==> config.mk <==
export PLATFORM = sky130hd
export DESIGN_NAME = frame_buf_arbiter
export DESIGN_NICKNAME = d
export VERILOG_FILES = /design/src/rtl/frame_buf_arbiter.sv
export SDC_FILE = /design/constraint.sdc
export NUM_CORES = 1
export LEC_CHECK = 0
export CORE_ASPECT_RATIO = 1.75
export CORE_MARGIN = 1.5
export CORE_UTILIZATION = 25
export DETAILED_ROUTE_END_ITERATION = 6
export GPL_TIMING_DRIVEN = 0
export PLACE_DENSITY_LB_ADDON = 0.25
export RECOVER_POWER = 25
export SETUP_SLACK_MARGIN = 0.2
export SYNTH_ARGS = -nofsm -noshare
export SYNTH_HDL_FRONTEND = slang
export SYNTH_SLANG_ARGS = --single-unit
export TNS_END_PERCENT = 5
==> constraint.sdc <==
create_clock -name clk -period 2.7 [get_ports clk]
set_input_delay 0.675 -clock clk [delete_from_list [all_inputs] [get_ports clk]]
set_output_delay 0.675 -clock clk [all_outputs]
set_load 0.05 [all_outputs]
==> src/rtl/frame_buf_arbiter.sv <==
// Arbitrates a single SDRAM burst port between the camera write path and the
// display read path. Tracks per-frame write/read addresses and ping-pongs two
// frame banks so the display always reads the most recent complete frame.
module frame_buf_arbiter #(
    parameter int BURST_LEN   = 16,
    parameter int FRAME_WORDS = 921600,
    parameter int AW          = 20,
    parameter int UW          = 10
) (
    input  logic          clk,
    input  logic          rst_n,
    input  logic [UW-1:0] wr_usedw,
    input  logic          wr_frame_start,
    input  logic          rd_need,
    input  logic          rd_frame_start,
    output logic          sd_req,
    output logic          sd_wr,
    output logic [AW:0]   sd_addr,
    input  logic          sd_ack,
    input  logic          sd_done,
    output logic          wr_bank,
    output logic          rd_bank,
    output logic          busy
);

    typedef enum logic [2:0] {
        IDLE,
        WR_REQ,
        WR_WAIT,
        RD_REQ,
        RD_WAIT
    } state_t;

    typedef enum logic {
        GRANT_RD = 1'b0,
        GRANT_WR = 1'b1
    } grant_t;

    localparam logic [AW-1:0] BURST_A = AW'(BURST_LEN);
    localparam logic [AW-1:0] FRAME_A = AW'(FRAME_WORDS);
    localparam logic [UW-1:0] BURST_U = UW'(BURST_LEN);

    state_t        state, state_n;
    grant_t        last_grant, last_grant_n;
    logic [AW-1:0] wr_addr, wr_addr_n;
    logic [AW-1:0] rd_addr, rd_addr_n;
    logic          last_full, last_full_n;
    logic          wr_fs_pend, wr_fs_pend_n;
    logic          rd_fs_pend, rd_fs_pend_n;
    logic          wr_bank_n, rd_bank_n;
    logic          sd_req_n, sd_wr_n, busy_n;
    logic [AW:0]   sd_addr_n;

    logic          wr_pend, rd_pend;
    logic          grant_wr, grant_rd;

    // Pending requests and round-robin choice when both sides want the port.
    always_comb begin
        wr_pend  = (wr_usedw >= BURST_U) && (wr_addr != FRAME_A);
        rd_pend  = rd_need;
        grant_wr = wr_pend && (!rd_pend || (last_grant == GRANT_RD));
        grant_rd = rd_pend && !grant_wr;
    end

    // Next-state, address bookkeeping and registered-output values.
    always_comb begin
        // NOTE: every target gets a default first so no path leaves a value
        // unassigned; that is what keeps this block free of latches.
        state_n      = state;
        last_grant_n = last_grant;
        wr_addr_n    = wr_addr;
        rd_addr_n    = rd_addr;
        last_full_n  = last_full;
        wr_bank_n    = wr_bank;
        rd_bank_n    = rd_bank;
        sd_wr_n      = sd_wr;
        sd_addr_n    = sd_addr;
        // Frame-start pulses are captured in every state.
        wr_fs_pend_n = wr_fs_pend | wr_frame_start;
        rd_fs_pend_n = rd_fs_pend | rd_frame_start;

        unique case (state)
            IDLE: begin
                if (wr_fs_pend) begin
                    // Only a completed frame flips banks; a partial one is
                    // simply restarted in the same bank.
                    if (wr_addr == FRAME_A) begin
                        last_full_n = wr_bank;
                        wr_bank_n   = ~wr_bank;
                    end
                    wr_addr_n    = '0;
                    wr_fs_pend_n = wr_frame_start;
                end else if (rd_fs_pend) begin
                    rd_bank_n    = last_full;
                    rd_addr_n    = '0;
                    rd_fs_pend_n = rd_frame_start;
                end else if (grant_wr) begin
                    state_n      = WR_REQ;
                    last_grant_n = GRANT_WR;
                    sd_wr_n      = 1'b1;
                    sd_addr_n    = {wr_bank, wr_addr};
                end else if (grant_rd) begin
                    state_n      = RD_REQ;
                    last_grant_n = GRANT_RD;
                    sd_wr_n      = 1'b0;
                    sd_addr_n    = {rd_bank, rd_addr};
                end
            end
            WR_REQ: if (sd_ack) state_n = WR_WAIT;
            RD_REQ: if (sd_ack) state_n = RD_WAIT;
            WR_WAIT: begin
                if (sd_done) begin
                    wr_addr_n = (wr_addr >= FRAME_A - BURST_A) ? FRAME_A : wr_addr + BURST_A;
                    state_n   = IDLE;
                end
            end
            RD_WAIT: begin
                if (sd_done) begin
                    rd_addr_n = (rd_addr >= FRAME_A - BURST_A) ? '0 : rd_addr + BURST_A;
                    state_n   = IDLE;
                end
            end
            default: state_n = IDLE;
        endcase

        sd_req_n = (state_n == WR_REQ) || (state_n == RD_REQ);
        busy_n   = (state_n != IDLE);
    end

    // State, bookkeeping and output registers.
    always_ff @(posedge clk or negedge rst_n) begin
        if (!rst_n) begin
            state      <= IDLE;
            last_grant <= GRANT_RD;
            wr_addr    <= '0;
            rd_addr    <= '0;
            last_full  <= 1'b1;
            wr_fs_pend <= 1'b0;
            rd_fs_pend <= 1'b0;
            wr_bank    <= 1'b0;
            rd_bank    <= 1'b1;
            sd_req     <= 1'b0;
            sd_wr      <= 1'b0;
            sd_addr    <= '0;
            busy       <= 1'b0;
        end else begin
            // NOTE: non-blocking assignments here so every register samples
            // the values from before this edge, independent of statement order.
            state      <= state_n;
            last_grant <= last_grant_n;
            wr_addr    <= wr_addr_n;
            rd_addr    <= rd_addr_n;
            last_full  <= last_full_n;
            wr_fs_pend <= wr_fs_pend_n;
            rd_fs_pend <= rd_fs_pend_n;
            wr_bank    <= wr_bank_n;
            rd_bank    <= rd_bank_n;
            sd_req     <= sd_req_n;
            sd_wr      <= sd_wr_n;
            sd_addr    <= sd_addr_n;
            busy       <= busy_n;
        end
    end

endmodule

Word-level counts from Yosys, hierarchy flattened
Cells that the tools add are included.
{ "word_totals": {"regBits": 72, "output_inout_bits": 26, "word_cells": 80} }
{ "op_classes": {"add_sub_neg": 2, "order_cmp": 3, "eq_ne": 13, "mux": 26, "n_bitwise": 6, "n_reduce_logical": 18} }
{ "op_table": {"columns": ["cell", "n"], "rows": [
  ["$mux W20", 7],
  ["$pmux W20 S2", 2],
  ["$mux W21", 2],
  ["$add A20 B5 Y20 const B", 2],
  ["$ge A20 B20 Y1 const B", 2],
  ["$mux W3", 7],
  ["$eq A20 B20 Y1 const B", 1],
  ["$ne A20 B20 Y1 const B", 1],
  ["$pmux W3 S4", 1],
  ["$ge A10 B5 Y1 const B", 1],
  ["$ne A2 B2 Y1 const B", 5],
  ["$eq A3 B2 Y1 const B", 3],
  ["$reduce_and A3 Y1", 3],
  ["$reduce_and A4 Y1", 2],
  ["$mux W1", 7],
  ["$eq A3 B1 Y1 const B", 2],
  ["$reduce_bool A2 Y1", 3],
  ["$not A1 Y1", 4],
  ["$eq A3 B3 Y1 const B", 1],
  ["$logic_and A1 B1 Y1", 3],
  ["$logic_not A3 Y1", 1],
  ["$reduce_bool A3 Y1", 1],
  ["$logic_not A1 Y1", 2],
  ["$logic_or A1 B1 Y1", 2],
  ["2 further kinds", 3]
]} }

Logic depth before layout (Yosys ltp)
{ "depth": {"ltp_word": 12, "depth_mapped": 9} }

Least setup slack after synthesis
Ideal clock, no wire load.
{ "synth_timing": {"path_kind": "input to register", "from": "in wr_usedw[6]", "to": "reg sd_addr[20]", "setup_ns": 0.118, "arrival_ns": 2.017, "setup_slack_ns": 0.565, "cell_stages": 7, "path_buffers": 2, "cell_sequence": "or4_1 > nor3_2 > nor4bb_1 > buf_6 > buf_8 > a22o_1 > a21o_1"} }
{ "synth_between": {"elab_chain_cells": 7} }
{ "synth_rtl": {"columns": ["item", "line", "text"], "rows": [
  ["from (decl)", "12", "input logic [UW-1:0] wr_usedw,"],
  ["$ge A10 B5 Y1 *", "59", "wr_pend = (wr_usedw >= BURST_U) && (wr_addr != FRAME_A);"],
  ["$logic_and A1 B1 Y1 *", "59", null],
  ["$logic_and A1 B1 Y1 *", "61", "grant_wr = wr_pend && (!rd_pend || (last_grant == GRANT_RD));"],
  ["$logic_not A1 Y1", "62", "grant_rd = rd_pend && !grant_wr;"],
  ["$logic_and A1 B1 Y1", "62", null],
  ["$reduce_bool A2 Y1 (no line)", null, null],
  ["$reduce_and A4 Y1 (no line)", null, null],
  ["to (signal assigned)", "160", "sd_addr <= sd_addr_n;"],
  ["to (decl)", "18", "output logic [AW:0] sd_addr,"]
]} }
Every way passes the cells marked *; elsewhere a longest branch is shown, timed or not.
A chain may end at the register's enable or synchronous reset.

Worst setup path after layout
{ "layout_timing": {"from": "in wr_usedw[6]", "to": "reg sd_addr[19]"} }
Same word-level chain as after synthesis.

==> impl_metrics.env <==
export IMPL_core_region_area_sq_um=12400
export IMPL_synth_flop_cell="dfrtp_1"
export IMPL_final_max_slew_violation_count=61
export IMPL_finalNonFillerCells=542
export IMPL_antennaDiodeCount=0
export IMPL_tightest_slew_ns=1.53
export IMPL_viasPerCell=4.90
export IMPL_cts_root_buffer="clkbuf_16"
export IMPL_rows=54
export IMPL_antenna_found_initial=0
export IMPL_total_power_mw=3.08
export IMPL_final_hold_viol_count=0
export IMPL_drt_iter0_drc=115
export IMPL_synth_common_cells="dfrtp_1 (58), nand2_1 (22), a21o_1 (19), nor2_1 (19)"
export IMPL_whs_ns=0.477
export IMPL_antenna_left=0
export IMPL_start_kind="primary input"
export IMPL_gp_congestion=0.868
export IMPL_overflow=0
export IMPL_dieArea_sq_um=13400
export IMPL_slew_headroom_pct=-2.28
export IMPL_setup_viol=0
export IMPL_met3_usage_pct=2.17
export IMPL_fin_crit_ns=2.39
export IMPL_fmax_ghz=0.418
export IMPL_cts_tree="done"
export IMPL_fin_util_pct=32.8
export IMPL_timing_final_ws_setup_ns=0.307
export IMPL_maxCapViolCount=1
export IMPL_clock_sinks=60
export IMPL_pre_cts_slack_ns=-0.178
export IMPL_grt_pass1_wl_mm=14.4
export IMPL_cts_hold_buffers=0
export IMPL_first_global_vias=2752
export IMPL_synthArstFlopShare_pct=100
export IMPL_syn_area_sq_um=3180
export IMPL_gr_usage_met2_pct=25.6
export IMPL_worst_setup_path_type="in2reg"
export IMPL_cts_setup_buffers=0
export IMPL_yosysUniqueCellTypes=54
export IMPL_post_cts_resized=1
export IMPL_synth_edf_count=0
export IMPL_p_leak_nw=1.83
export IMPL_netlist_top_cell_by_area="dfrtp_1"
export IMPL_yosys_warnings=0
export IMPL_critPathMaxStageDelay_ns=0.54
export IMPL_areaGrowthSynthToFinish_pct=28.1
export IMPL_start_util_pct=25.6
export IMPL_hold_path_class="reg2reg"
export IMPL_syn_avg_cell_area_sq_um=9.91
export IMPL_yosysMostFrequentCell="dfrtp_1"
export IMPL_routed_wl_mm=8.73
export IMPL_synth_top_area_share_pct=45.6
export IMPL_failed_checks="max-capacitance violations, max-slew violations"
export IMPL_dp_cells=526
export IMPL_h_tree_depth=3
export IMPL_wl_per_cell_um=16.1
export IMPL_rsz0062_at_grt="true"
export IMPL_drive_gt1_share_pct=12.8
export IMPL_worstPathMaxFanout=10
export IMPL_clk_path_buf_depth=2
export IMPL_finalClockSkew_ns=0.00878
export IMPL_arrival_ns=2.62
export IMPL_peakVddDrop_mv=0.286
export IMPL_synth_cells=321
export IMPL_slowest_stage="or4_1"
export IMPL_grt_start_max_net_pins=61
export IMPL_drt_pass1_iterations=4
export IMPL_n_fill_cell=1317
export IMPL_synth_area_leaders="dfrtp_1 (46%), a21o_1 (4.5%), a22o_1 (4.4%)"
export IMPL_use_met1_pct=15.0
export IMPL_nNetsFinal=389
export IMPL_power_density_nw_per_um2=756
export IMPL_endpoint_kind="flip-flop"
export IMPL_final_area_sq_um=4070
export IMPL_finalCritPeriodShare_pct=88.6
export IMPL_yosysSeqAreaShare_pct=47.3
export IMPL_groute_usage_overall_pct=13.9
export IMPL_via_count=2656
export IMPL_ys_seq_elements=60
export IMPL_status="complete, but fails checks"
export IMPL_crit_chain="clkdlybuf4s50_1, or4_1, nor3_2, nor4bb_1, buf_6, buf_8, a22o_1, a21o_1"
export IMPL_dieHeight_um=152
export IMPL_numCtsBuffers=9
export IMPL_grt_busiest_layer="met2"
export IMPL_dpl_cell_area_sq_um=3740
export IMPL_die_x_um=88.3
export IMPL_clk_latency_ns=0.33
export IMPL_io_pins=43
export IMPL_tns_ns=0
export IMPL_io_buffers=34
export IMPL_cp_required_ns=2.92
export IMPL_drc=0
export IMPL_hpwl_mm=6.54
export IMPL_clk_pin_slew_worst_paths_ns=0.05
[state kept, by name (all words and copies together), names as in the netlist]
signal	cells
busy	1
last_full	1
last_grant	1
rd_addr	16
rd_bank	1
rd_fs_pend	1
sd_addr	17
sd_req	1
state	3
wr_addr	16
wr_bank	1
wr_fs_pend	1
[power breakdown]
group	switching (mW)	internal, mW
clock	0.402	0.856
sequential	0.0556	0.967
combinational	0.540	0.260
[routing by layer]
layer | up-vias | share of wire [%]
li1 | 1285 | -
met1 | 1326 | 39
met2 | 32 | 57
met3 | 13 | 1.8
met4 | 0 | 2.3
met5 | - | 0
[kinds of logic after synthesis]
logic type / after synthesis / share of synthesized area, %
buffers and inverters: 32 / 5.27
and+or+nand+nor: 112 / 19.6
DFF: 60 / 47.3
muxes: 4 / 1.42
xor gates and xnor gates: 9 / 2.48
adders and majority gates: 3 / 1.18
AOI/OAI and AO/OA: 100 / 22.6
other: 1 / 0.118
[cell usage in the layout (no fill, tap or decap), types with 4 or more instances in the layout]
cell | Yosys | layout
dfrtp_1 | 58 | 58
clkdlybuf4s50_1 | 0 | 33
nand2_1 | 22 | 22
nor2_1 | 19 | 19
a21o_1 | 19 | 19
o21ai_0 | 16 | 16
a22o_1 | 16 | 16
nand3_1 | 13 | 13
clkbuf_1 | 13 | 12
and3_1 | 11 | 11
inv_1 | 9 | 9
o31ai_1 | 9 | 9
clkbuf_16 | 0 | 9
a21oi_1 | 8 | 8
nor3_1 | 9 | 8
nand4_1 | 8 | 8
and2_1 | 7 | 7
a22o_2 | 7 | 7
o22ai_1 | 6 | 6
buf_4 | 5 | 5
xnor2_1 | 5 | 5
a31oi_1 | 5 | 5
xor2_1 | 4 | 4
mux2_2 | 4 | 4
a211oi_1 | 4 | 4
conb_1 | 1 | 4
[critical path: cells and delay by family]
family	cells	cell delay, ns
buffers and inverters	3	0.69
AND/OR/NAND/NOR	3	0.88
AO/OA/AOI/OAI	2	0.37
[final timing paths]
check,startpoint,depth (start not counted),slack (ns),end
setup / recovery,wr_usedw[6],8,0.31,sd_addr[19]$_DFFE_PN0P_
hold / removal,sd_addr[14]$_DFFE_PN0P_,1,0.48,sd_addr[14]$_DFFE_PN0P_
setup reg to reg,wr_addr[14]$_DFFE_PN0P_,7,0.38,sd_addr[19]$_DFFE_PN0P_
hold reg to reg,sd_addr[14]$_DFFE_PN0P_,1,0.48,sd_addr[14]$_DFFE_PN0P_
max in group asynchronous,rst_n,1,1.05,rd_addr[14]$_DFFE_PN0P_
min in group asynchronous,rst_n,1,0.70,rd_fs_pend$_DFF_PN0_
[layout make-up]
type	count	area, sq um	share of cell area, %
Buffer	23	136	3.35
Clock buffer	12	256	6.30
Multi-Input combinational cell	232	1530	37.4
Clock inverter	4	72.6	1.78
Inverter	9	33.8	0.829
Timing Repair Buffer	34	335	8.23
Tap cell	168	210	5.16
Sequential cell	60	1500	36.9
No activity file was read; power rests on OpenSTA's default activity.
